`config.mk`:
```
export PLATFORM = sky130hd
export DESIGN_NAME = rf_wb_arbiter
export DESIGN_NICKNAME = d
export VERILOG_FILES = /design/src/rtl/cpu_pkg.sv /design/src/rtl/wb_scoreboard.sv /design/src/rtl/rf_wb_arbiter.sv
export SDC_FILE = /design/constraint.sdc
export NUM_CORES = 1
export LEC_CHECK = 0
export ABC_CLOCK_PERIOD_IN_PS = 2050
export CORE_MARGIN = 2
export CORE_UTILIZATION = 33
export DETAILED_ROUTE_END_ITERATION = 16
export PLACE_DENSITY_LB_ADDON = 0.15
export SLEW_MARGIN = 25
export SYNTH_ARGS = -nofsm -noshare
export SYNTH_HDL_FRONTEND = slang
export SYNTH_HIERARCHICAL = 1
export SYNTH_SLANG_ARGS = --single-unit
```
`constraint.sdc`:
```
create_clock -name clk -period 2.05 [get_ports clk]
set_input_delay 0.3075 -clock clk [delete_from_list [all_inputs] [get_ports clk]]
set_output_delay 0.3075 -clock clk [all_outputs]
set_load 0.02 [all_outputs]
```
`src/rtl/cpu_pkg.sv`:
```
// Shared definitions for the integer write-back path: register-file geometry,
// the write-request record and the round-robin source encodings.
package cpu_pkg;

  localparam int ADDR_W = 5;
  localparam int DATA_W = 64;

  localparam logic [ADDR_W-1:0] REG_ZERO = '0;

  typedef struct packed {
    logic [ADDR_W-1:0] rd;
    logic [DATA_W-1:0] data;
  } wb_req_t;

  typedef enum logic {
    SRC_EXU = 1'b0,
    SRC_LSU = 1'b1
  } src_e;

endpackage

```
`src/rtl/wb_scoreboard.sv`:
```
// Busy scoreboard for the register file: one bit per register marking a write in
// flight, set by issue, cleared by the register-file write, queried by issue.
module wb_scoreboard
  import cpu_pkg::*;
#(
  parameter int ADDR_WIDTH = ADDR_W,
  parameter int NREGS      = 1 << ADDR_WIDTH
) (
  input  logic                  clk,
  input  logic                  rst,
  input  logic                  set_en_i,
  input  logic [ADDR_WIDTH-1:0] set_addr_i,
  input  logic                  clr_en_i,
  input  logic [ADDR_WIDTH-1:0] clr_addr_i,
  input  logic [ADDR_WIDTH-1:0] rs1_i,
  input  logic [ADDR_WIDTH-1:0] rs2_i,
  output logic                  rs1_busy_o,
  output logic                  rs2_busy_o
);

  logic [NREGS-1:0] busy_q;
  logic [NREGS-1:0] busy_d;

  // Clear is applied before set so that a newly issued writer to the same
  // register keeps it busy when the older write retires in the same cycle.
  always_comb begin
    busy_d = busy_q;
    if (clr_en_i) begin
      busy_d[clr_addr_i] = 1'b0;
    end
    if (set_en_i && (set_addr_i != REG_ZERO)) begin
      busy_d[set_addr_i] = 1'b1;
    end
    busy_d[0] = 1'b0;
  end

  always_ff @(posedge clk) begin
    if (rst) begin
      busy_q <= '0;
    end else begin
      busy_q <= busy_d;
    end
  end

  assign rs1_busy_o = busy_q[rs1_i];
  assign rs2_busy_o = busy_q[rs2_i];

endmodule

```
`src/rtl/rf_wb_arbiter.sv`:
```
// Write-back master for the integer register file: round-robin merge of EXU and
// LSU results into the single registered RF write port, plus the busy scoreboard.
module rf_wb_arbiter
  import cpu_pkg::*;
#(
  parameter int ADDR_WIDTH = ADDR_W,
  parameter int DATA_WIDTH = DATA_W
) (
  input  logic                  clk,
  input  logic                  rst,
  input  logic                  exu_valid,
  output logic                  exu_ready,
  input  logic [ADDR_WIDTH-1:0] exu_rd,
  input  logic [DATA_WIDTH-1:0] exu_data,
  input  logic                  lsu_valid,
  output logic                  lsu_ready,
  input  logic [ADDR_WIDTH-1:0] lsu_rd,
  input  logic [DATA_WIDTH-1:0] lsu_data,
  input  logic                  iss_valid,
  input  logic [ADDR_WIDTH-1:0] iss_rd,
  input  logic [ADDR_WIDTH-1:0] rs1,
  input  logic [ADDR_WIDTH-1:0] rs2,
  output logic                  rs1_busy,
  output logic                  rs2_busy,
  output logic                  rf_wen,
  output logic [ADDR_WIDTH-1:0] rf_waddr,
  output logic [DATA_WIDTH-1:0] rf_wdata
);

  localparam int NREGS = 1 << ADDR_WIDTH;

  src_e                  rr_q;
  logic                  wen_q;
  logic [ADDR_WIDTH-1:0] waddr_q;
  logic [DATA_WIDTH-1:0] wdata_q;

  logic    exu_hs;
  logic    lsu_hs;
  logic    any_hs;
  logic    contended;
  wb_req_t req_sel;

  // A source wins outright when alone; under contention rr_q names the winner.
  always_comb begin
    contended = exu_valid & lsu_valid;
    exu_ready = exu_valid & (~lsu_valid | (rr_q == SRC_EXU));
    lsu_ready = lsu_valid & (~exu_valid | (rr_q == SRC_LSU));
    exu_hs    = exu_valid & exu_ready;
    lsu_hs    = lsu_valid & lsu_ready;
    any_hs    = exu_hs | lsu_hs;
    req_sel   = '0;
    if (exu_hs) begin
      req_sel.rd   = exu_rd;
      req_sel.data = exu_data;
    end else if (lsu_hs) begin
      req_sel.rd   = lsu_rd;
      req_sel.data = lsu_data;
    end
  end

  // Address/data only move on a handshake so the RF port stays quiet otherwise;
  // x0 results still complete their handshake but never raise the write enable.
  always_ff @(posedge clk) begin
    if (rst) begin
      rr_q    <= SRC_EXU;
      wen_q   <= 1'b0;
      waddr_q <= '0;
      wdata_q <= '0;
    end else begin
      wen_q <= any_hs && (req_sel.rd != REG_ZERO);
      if (any_hs) begin
        waddr_q <= req_sel.rd;
        wdata_q <= req_sel.data;
      end
      if (contended && any_hs) begin
        rr_q <= exu_hs ? SRC_LSU : SRC_EXU;
      end
    end
  end

  assign rf_wen   = wen_q;
  assign rf_waddr = waddr_q;
  assign rf_wdata = wdata_q;

  wb_scoreboard #(
    .ADDR_WIDTH(ADDR_WIDTH),
    .NREGS     (NREGS)
  ) u_scoreboard (
    .clk       (clk),
    .rst       (rst),
    .set_en_i  (iss_valid),
    .set_addr_i(iss_rd),
    .clr_en_i  (wen_q),
    .clr_addr_i(waddr_q),
    .rs1_i     (rs1),
    .rs2_i     (rs2),
    .rs1_busy_o(rs1_busy),
    .rs2_busy_o(rs2_busy)
  );

endmodule

```
==> out/qor.txt, run 1 <==
status: finished, final reports clean
I/O Pins: 232
Synth Area per Inst: 9.17 µm²
Synth Register Bits: 102
fill count: 1501
leading area contributor after synthesis: dfxtp_1
FF-to-FF path depth: 4
top cell type's share of synthesized area: 37.2%
initial core utilization: 33.5%
Hold Path Class: in -> reg
Lkg Pwr: 3.09 nW
layout cell share with drive strength beyond 1: 17.6%
Root Buffer: clkbuf_16
area share of and/or/nand/nor cells after synthesis: 20.8%
DRT iter0 DRCs: 316
CTS Hold Bufs: 0
first-pass detailed-route iteration total: 6
wire length per cell: 18.6 µm
Congestion Overflow GR: 0
CP Data Arrival Time: 1.73 ns
critical path class: reg -> out
first-pass GRT wire length: 30200 µm
Worst-Margin Slew: 0.758 ns
Warnings, synthesis: 6
Final Setup Violations: 0
total global-route track usage: 21.4%
Power Dens Cells: 634 nW/µm²
hpwl dp: 14100 µm
deepest clock path buffer count: 2
Hold Vio Cnt, Final: 0
commonest non-fill, non-tap cell in the layout: clkdlybuf4s50_1
CTS sink count: 102
Post-Synth XOR/XNOR Area: 0.160%
DR DRC count: 0
critical path required time: 1.74 ns
core area: 16400 µm²
Final Skew: 0.00723 ns
final instance area: 8360 µm²
cell count after synthesis: 599
fmax: 491 MHz
die area: 17700 µm²
vias per inst: 5.41
vias in the first global route: 5694
routed wire length: 19400 µm
worst skew pair latency: 0.35 ns
most frequent cells in the layout: clkdlybuf4s50_1 (219), dfxtp_1 (99), nor2_1 (78), nand2_1 (44), a21oi_1 (40)
Synth cell types: 42
Worst VDD drop: 0.000395 V
Antenna Nets Post-Route: 0
initial antenna violation count: 1
Critical Path Fanout Max: 3
mux share of post-synthesis cell area: 13.5%
ranking of synthesized cells by area: dfxtp_1 (37%), o221a_2 (7.4%), o221a_1 (5.7%), mux2_4 (5.5%), nor2_1 (5.3%)
Slew Viols, Final: 0
RSZ-0062 raised after global routing: true
slew margin rel.: 49.5%
Tcrit/Tclk final: 99.3%
DR vias: 5643
largest net degree at the start of global routing: 90
post-synth net total: 757
synthesized cell area: 5490 µm²
RePlAce Congestion: 0.845
Worst-path clk slew: 0.07 ns
largest family of logic cells by synthesized area: compound AO/OA/AOI/OAI gates
CTS H-tree depth: 3
Port Buffers: 231
Startpoint Class: register
Synth Area in Compound Gates: 22.6%
CTS tree: built
Min Hold Slack: 0.400 ns
area share of fa/ha/maj cells after synthesis: 0%
sequential fraction of the synthesis area: 37.2%
Crit. End Element: output pin
Die Y: 133 µm
MaxCap Viol Count: 0
Area growth, synth to finish: 52.3%
Final min period: 2.04 ns
die span in x: 133 µm
Final #Nets: 976
cts bufs inserted: 9
row count: 47
Hold Path Stages: 4
Final Util: 51.0%
Post-DP Area: 8020 µm²
[layer usage]
layer / GRT usage (%) / part of all wire [%]
met5: 0 / 0
met3: 6.63 / 7.4
met2: 36.4 / 50
met1: 25.1 / 41
met4: 8.72 / 2.2
[power breakdown]
group / internal, mW / switching (mW) / total [mW]
clock: 0.869 / 0.802 / 1.67
combinational: 0.788 / 0.648 / 1.44
sequential: 2.11 / 0.0847 / 2.19
[Yosys cell counts]
| library cell | n |
|---|---|
| dfxtp_1 | 102 |
| nor2_1 | 78 |
| nand2_1 | 44 |
| a21oi_1 | 40 |
| o221a_2 | 36 |
| nor3b_1 | 35 |
| nor3_1 | 34 |
| o21ai_0 | 31 |
| o221a_1 | 28 |
| mux2_4 | 20 |
| buf_2 | 18 |
| mux2i_1 | 18 |
| clkbuf_1 | 12 |
| mux2_2 | 11 |
| nand3_1 | 10 |
| buf_6 | 8 |
| buf_1 | 7 |
| mux4_2 | 6 |
| nor2b_1 | 6 |
| inv_1 | 5 |
| nand3b_1 | 5 |
| a211oi_1 | 4 |
| a22oi_1 | 4 |
| a32oi_1 | 4 |
| buf_4 | 4 |
| nand2b_1 | 4 |
| a2111oi_2 | 2 |
| and3_1 | 2 |
| clkbuf_2 | 2 |
| nand2_2 | 2 |
| nand4_1 | 2 |
| o2111ai_1 | 2 |
| o211ai_1 | 2 |
| or2_2 | 2 |
| or3b_2 | 2 |
| a41oi_1 | 1 |
| and3b_1 | 1 |
| inv_2 | 1 |
| nand2b_4 | 1 |
| or2_0 | 1 |
| or3_1 | 1 |
| xor2_1 | 1 |
[flip-flops by register name, summed over array words and instances (netlist names)]
| name | cells |
|---|---|
| u_scoreboard/busy_q | 31 |
| rf_wen | 1 |
| rr_q | 1 |
| rf_wdata | 64 |
| rf_waddr | 5 |
[metrics by stage]
stage	total power, mW	instances	setup TNS [ns]	setup WS, ns
after global placement	3.64	1026	-1.16	-0.619
after global routing	5.53	1043	-0.0396	-0.0309
after CTS	5.33	1042	0	0.00105
after floorplan	2.93	599	0	0.273
final	5.30	1044	0	0.0141
after detailed placement	3.66	1026	-1.20	-0.657
[cell type report]
cell class / count / area [µm²] / area share, %
multi-input combinational: 440 / 3190 / 38.1
sequential: 102 / 2050 / 24.5
antenna: 1 / 2.50 / 0.0299
timing repair buffer: 259 / 2550 / 30.5
clock buffer: 10 / 239 / 2.86
clock inverter: 6 / 43.8 / 0.524
inverter: 6 / 22.5 / 0.269
tap: 220 / 275 / 3.29
[kinds of logic (layout without fill, tap and decap cells)]
logic type             Yosys count  count (layout)
XOR/XNOR                         1               1
multiplexers                    55              55
other                            0               1
AO/OA/AOI/OAI                  154             154
AND/OR/NAND/NOR                230             230
buffers and inverters           57             281
flip-flops                     102             102
[worst paths after layout]
| check | startpoint | slack (ns) | endpoint |
|---|---|---|---|
| setup / recovery | u_scoreboard/busy_q[23] | 0.01 | rs2_busy |
| hold reg to reg | u_scoreboard/busy_q[19] | 0.51 | u_scoreboard/busy_q[19] |
| hold / removal | lsu_valid | 0.40 | rf_waddr[4] |
| setup reg to reg | rr_q | 0.46 | rf_wdata[6] |
[critical path, cell delays in order (launching register included)]
cell and delay, ns:
dfxtp_2 0.33, mux4_2 0.47, nand2b_4 0.15, o2111ai_2 0.08, nand4_1 0.17, buf_6 0.17
[timing repair]
| item | CTS | global route |
|---|---|---|
| setup endpoints to repair | 3 | 3 |
| pin swaps | 1 | 2 |
| setup buffers | 0 | 1 |
| resized for setup | 17 | 16 |
No activity file was read; power rests on OpenSTA's default activity.
==> run 2: changes to the inputs <==
--- a/config.mk
+++ b/config.mk
@@ -7,7 +7,7 @@
 export LEC_CHECK = 0
 export ABC_CLOCK_PERIOD_IN_PS = 2050
 export CORE_MARGIN = 2
-export CORE_UTILIZATION = 33
+export CORE_UTILIZATION = 35
 export DETAILED_ROUTE_END_ITERATION = 16
 export PLACE_DENSITY_LB_ADDON = 0.15
 export SLEW_MARGIN = 25
==> run 2 against run 1 <==
Compared with the run above: flip-flop and latch count is the same; critical path depth is the same; via count shrank 0.46%; die area shrank 5.5%; clock-buffer cell count is the same; maximum frequency grew 1.8%; clock power grew 5%; combinational power is essentially flat; critical path type unchanged; largest cell class unchanged; largest power group unchanged.
==> out/qor.txt, run 2 (synthesis gave the netlist of run 1 again) <==
Hold Path Class: in -> reg
number of flip-flops under the largest register name: 64 (unchanged)
number of diodes: 0 (-1)
vias per inst: 5.45 (+0.79%)
die span in x: 129 µm (-2.8%)
Tcrit/Tclk final: 97.6% (-1.7 points)
I/O Pins: 232 (unchanged)
first-pass detailed-route iteration total: 5 (-1)
deepest clock path buffer count: 2 (unchanged)
routed wl met2: 9100 µm (-5.2%)
Power Dens Cells: 643 nW/µm² (+1.4%)
fmax: 500 MHz (+1.8%)
RePlAce Congestion: 0.860 (+1.8%)
Area growth, synth to finish: 52.1%
total global-route track usage: 22.9% (+1.5 points)
status: finished, final reports clean
Largest stage delay, worst path: 0.47 ns (about the same)
vias in the first global route: 5684 (-0.18%)
Final Setup Violations: 0 (unchanged)
CP Cell Sequence: mux4_2 > nand2b_4 > o211ai_1 > nand4_1 > buf_6
Congestion Overflow GR: 0 (unchanged)
largest net degree at the start of global routing: 102 (+13%)
RSZ-0062 raised after global routing: true
CTS sink count: 102 (unchanged)
DR vias: 5617 (-0.46%)
Antenna Nets Post-Route: 0 (unchanged)
Root Buffer: clkbuf_16
CTS H-tree depth: 3 (unchanged)
Crit. End Element: output pin
commonest non-fill, non-tap cell in the layout: clkdlybuf4s50_1
most frequent cells in the layout: clkdlybuf4s50_1 (219), dfxtp_1 (96), nor2_1 (78), nand2_1 (44), a21oi_1 (40)
critical path class: reg -> out
Slew Viols, Final: 0 (unchanged)
Worst VDD drop: 0.000388 V (-1.9%)
highest metal used: met4
die area: 16700 µm² (-5.5%)
wire length per cell: 18.6 µm (+0.26%)
Worst-Margin Slew: 0.746 ns (-0.0116 ns)
cts bufs inserted: 9 (unchanged)
first-pass GRT wire length: 30000 µm (-0.41%)
Worst Path Buf+Inv: 1 (unchanged)
Startpoint Class: register
routed wire length: 19200 µm (-0.99%)
worst skew pair latency: 0.35 ns (about the same)
MaxCap Viol Count: 0 (unchanged)
initial antenna violation count: 0 (-1)
initial core utilization: 36.0% (+2.5 points)
Hold Vio Cnt, Final: 0 (unchanged)
slew margin rel.: 50.3% (+0.78 points)
Final #Nets: 974 (-0.20%)
setup_tns: 0 ns (unchanged)
critical path required time: 1.74 ns (about the same)
FF-to-FF setup slack: 0.49 ns (+0.03 ns)
Worst-path clk slew: 0.07 ns (about the same)
hpwl dp: 13700 µm (-2.4%)
Die Y: 129 µm (-2.8%)
layout cell share with drive strength beyond 1: 17.6% (-0.057 points)
row count: 45 (-4.3%)
Final Util: 54.7% (+3.8 points)
Final min period: 2.00 ns (-0.0351 ns)
DRT iter0 DRCs: 317 (+0.32%)
Lkg Pwr: 3.08 nW (-0.31%)
CP Data Arrival Time: 1.69 ns (-0.04 ns)
met1 WL: 7910 µm (about the same)
delay-heaviest family, CP: multiplexers
Critical Path Fanout Max: 3 (unchanged)
CTS tree: built
Port Buffers: 231 (unchanged)
met3 WL: 1570 µm (+9.3%)
DR DRC count: 0 (unchanged)
core area: 15300 µm² (-7.0%)
Final Skew: 0.00745 ns (+0.000221 ns)
critical path's slowest cell: mux4_2
run 2: final cells by class:
cell class	instances	area, µm²
Clock buffer	10	239
Clock inverter	5	58.8
Fill cell	1360	6910
Inverter	6	22.5
Multi-Input combinational cell	440	3180
Sequential cell	102	2050
Tap cell	211	264
Timing Repair Buffer	257	2530
run 2: where the power goes:
group | switching (mW) | internal (mW)
clock | 0.771 | 0.976
combinational | 0.643 | 0.785
sequential | 0.0846 | 2.11
run 2: final timing paths:
check	startpoint	to	cells past startpoint
max	u_scoreboard/busy_q[7]	rs1_busy	5
min reg2reg	u_scoreboard/busy_q[28]	u_scoreboard/busy_q[28]	2
min	rst	u_scoreboard/busy_q[22]	2
max reg2reg	rr_q	rf_wdata[11]	4
run 2: metal layers:
layer | track usage [%] | up-vias
met2 | 36.7 | 230
met3 | 7.14 | 44
met5 | 0 | -
li1 | - | 2677
met4 | 10.5 | 0
met1 | 28.1 | 2666
run 2: repair_timing:
action / CTS / global route
endpoints found under the setup margin: 3 / 3
resized for setup: 18 / 18
cloned: 0 / 0
hold buffers: 0 / 0
setup buffers: 0 / 1
pin swaps: 1 / 2
run 2: metrics by stage:
step	setup slack [ns]	instances	total power [mW]	area [µm²]	hold slack, ns
2_1_floorplan	0.273	599	2.93	5490	0.377
3_3_place_gp	-0.624	1015	3.63	7990	0.490
3_5_place_dp	-0.625	1015	3.65	7990	0.493
4_1_cts	0.00777	1030	5.41	8290	0.252
5_1_grt	-0.0181	1031	5.60	8350	0.281
6_report	0.0492	1031	5.37	8350	0.277
==> run 3: changes to the inputs <==
--- a/config.mk
+++ b/config.mk
@@ -8,6 +8,7 @@
 export ABC_CLOCK_PERIOD_IN_PS = 2050
 export CORE_MARGIN = 2
 export CORE_UTILIZATION = 35
+export CTS_CLUSTER_SIZE = 40
 export DETAILED_ROUTE_END_ITERATION = 16
 export PLACE_DENSITY_LB_ADDON = 0.15
 export SLEW_MARGIN = 25
@@ -15,3 +16,4 @@
 export SYNTH_HDL_FRONTEND = slang
 export SYNTH_HIERARCHICAL = 1
 export SYNTH_SLANG_ARGS = --single-unit
+export TNS_END_PERCENT = 5
==> run 3 against run 2 <==
Compared with the run above: critical path type unchanged; first-iteration DRC count decreased by 5.0%; highest routed layer unchanged; largest cell class unchanged; total power barely moved; sequential power hardly changed.
==> out/qor.txt, run 3 (synthesis gave the netlist of run 1 again) <==
status: finished, final reports clean
CP endpoint: rs1_busy
hpwl dp: 13700 µm (unchanged)
row count: 45 (unchanged)
Hold Path Class: in -> reg
CTS H-tree depth: 3 (unchanged)
DR vias: 5610 (-0.12%)
Die Y: 129 µm (unchanged)
critical path class: reg -> out
Final Setup Violations: 0 (unchanged)
DRT iter0 DRCs: 301 (-5.0%)
die area: 16700 µm² (unchanged)
Antenna Nets Post-Route: 0 (unchanged)
wire length per cell: 18.5 µm (-0.39%)
die span in x: 129 µm (unchanged)
worst setup path start: u_scoreboard/busy_q[22]
layout cell share with drive strength beyond 1: 17.3% (-0.24 points)
CTS sink count: 102 (unchanged)
Critical Path Fanout Max: 3 (unchanged)
worst r2r src: rr_q
initial core utilization: 36.0% (unchanged)
Final #Nets: 974 (unchanged)
RePlAce Congestion: 0.860 (unchanged)
Final Util: 54.6% (-0.11 points)
routed wire length: 19100 µm (-0.39%)
Power Dens Cells: 644 nW/µm² (+0.16%)
Worst-Margin Slew: 0.765 ns (+0.0189 ns)
Worst VDD drop: 0.000387 V (-0.20%)
FF-to-FF path depth: 4 (unchanged)
CTS Hold Bufs: 0 (unchanged)
total global-route track usage: 22.9% (unchanged)
Crit. End Element: output pin
RSZ-0062 raised after global routing: true
most frequent cells in the layout: clkdlybuf4s50_1 (219), dfxtp_1 (96), nor2_1 (78), nand2_1 (44), a21oi_1 (40)
vias per inst: 5.44 (-0.12%)
FF-to-FF setup slack: 0.48 ns (about the same)
initial antenna violation count: 0 (unchanged)
commonest non-fill, non-tap cell in the layout: clkdlybuf4s50_1
worst skew pair latency: 0.35 ns (about the same)
cts bufs inserted: 9 (unchanged)
reg2reg end: rf_wdata[9]
Slew Viols, Final: 0 (unchanged)
area of the multi-input gates: 3170 µm² (-0.43%)
CP Data Arrival Time: 1.69 ns (about the same)
slew margin rel.: 49.0% (-1.3 points)
Tcrit/Tclk final: 97.4% (-0.18 points)
Root Buffer: clkbuf_16
deepest clock path buffer count: 2 (unchanged)
I/O Pins: 232 (unchanged)
critical path required time: 1.74 ns (about the same)
DR DRC count: 0 (unchanged)
fmax: 501 MHz (+0.18%)
Startpoint Class: register
Congestion Overflow GR: 0 (unchanged)
first-pass detailed-route iteration total: 7 (+2)
Hold Vio Cnt, Final: 0 (unchanged)
core area: 15300 µm² (unchanged)
Final Skew: 0.00636 ns (-0.00109 ns)
Area growth, synth to finish: 51.8%
number of flip-flops under the largest register name: 64 (unchanged)
MaxCap Viol Count: 0 (unchanged)
number of diodes: 0 (unchanged)
largest net degree at the start of global routing: 102 (unchanged)
first-pass GRT wire length: 30000 µm (unchanged)
Worst-path clk slew: 0.07 ns (about the same)
Final min period: 2.00 ns (-0.00361 ns)
vias in the first global route: 5684 (unchanged)
fill count: 1360 (unchanged)
FF/Latch Area: 2050 µm² (unchanged)
Port Buffers: 231 (unchanged)
Lkg Pwr: 3.07 nW (about the same)
Pwr Total: 5.37 mW (about the same)
CTS tree: built
[run 3: changes by cell type in the layout (fill, tap and decap cells not counted)]
cell	before	now
buf_4	25	26
buf_6	2	1
nand2b_1	0	1
nand2b_4	5	4
o2111ai_1	0	1
o2111ai_2	2	1
[run 3: report_power, final]
part	switching, mW	total (mW)	leakage [nW]	internal, mW
Combinational	0.642	1.42	2.09	0.782
Clock	0.772	1.75	0.141	0.976
Sequential	0.0845	2.19	0.845	2.11
Total	1.50	5.37	3.07	3.87
[run 3: metrics by stage]
step | cells | hold slack [ns] | TNS [ns] | setup slack [ns] | area [µm²]
after floorplan | 599 | 0.377 | 0 | 0.273 | 5490
after global placement | 1015 | 0.490 | -1.19 | -0.624 | 7990
after detailed placement | 1015 | 0.493 | -1.25 | -0.625 | 7990
after CTS | 1030 | 0.252 | 0 | 0.00777 | 8290
after global routing | 1031 | 0.281 | -0.0373 | -0.0192 | 8330
final | 1031 | 0.276 | 0 | 0.0528 | 8330
[run 3: final cells by class]
type / instances / area share, %
clock buffer: 10 / 2.87
clock inverter: 5 / 0.706
inverter: 6 / 0.270
multi-input combinational: 440 / 38.0
sequential: 102 / 24.6
tap: 211 / 3.17
timing repair buffer: 257 / 30.4
[run 3: worst min-delay path by stage]
stage,startpoint,endpoint,slack (ns),cells past startpoint
after floorplan,rst,u_scoreboard/busy_q[12],0.38,1
after global placement,u_scoreboard/busy_q[23],u_scoreboard/busy_q[23],0.49,2
after detailed placement,u_scoreboard/busy_q[28],u_scoreboard/busy_q[28],0.49,2
after CTS,rst,u_scoreboard/busy_q[22],0.25,2
after global routing,rst,u_scoreboard/busy_q[20],0.28,2
final,rst,u_scoreboard/busy_q[22],0.28,2
[run 3: repair_timing]
action | in CTS | in global routing
endpoints found under the setup margin | 3 | 3
resized for setup | 18 | 15
setup buffers | 0 | 1
pin swaps | 1 | 2
[run 3: routing by layer]
layer	vias to the layer above	GRT usage (%)	share of wire, %	wire, µm
met5	-	0	0	0
met4	0	10.5	3.2	609
li1	2677	-	-	-
met2	214	36.7	47	8990
met3	44	7.14	7.9	1510
met1	2675	28.1	42	8010
[run 3: worst max-delay path, cell delays in order, from the launching register on]
cell and delay, ns:
dfxtp_2 0.34, mux4_2 0.46, nand2b_4 0.15, o2111ai_1 0.09, nand4_1 0.12, buf_4 0.18
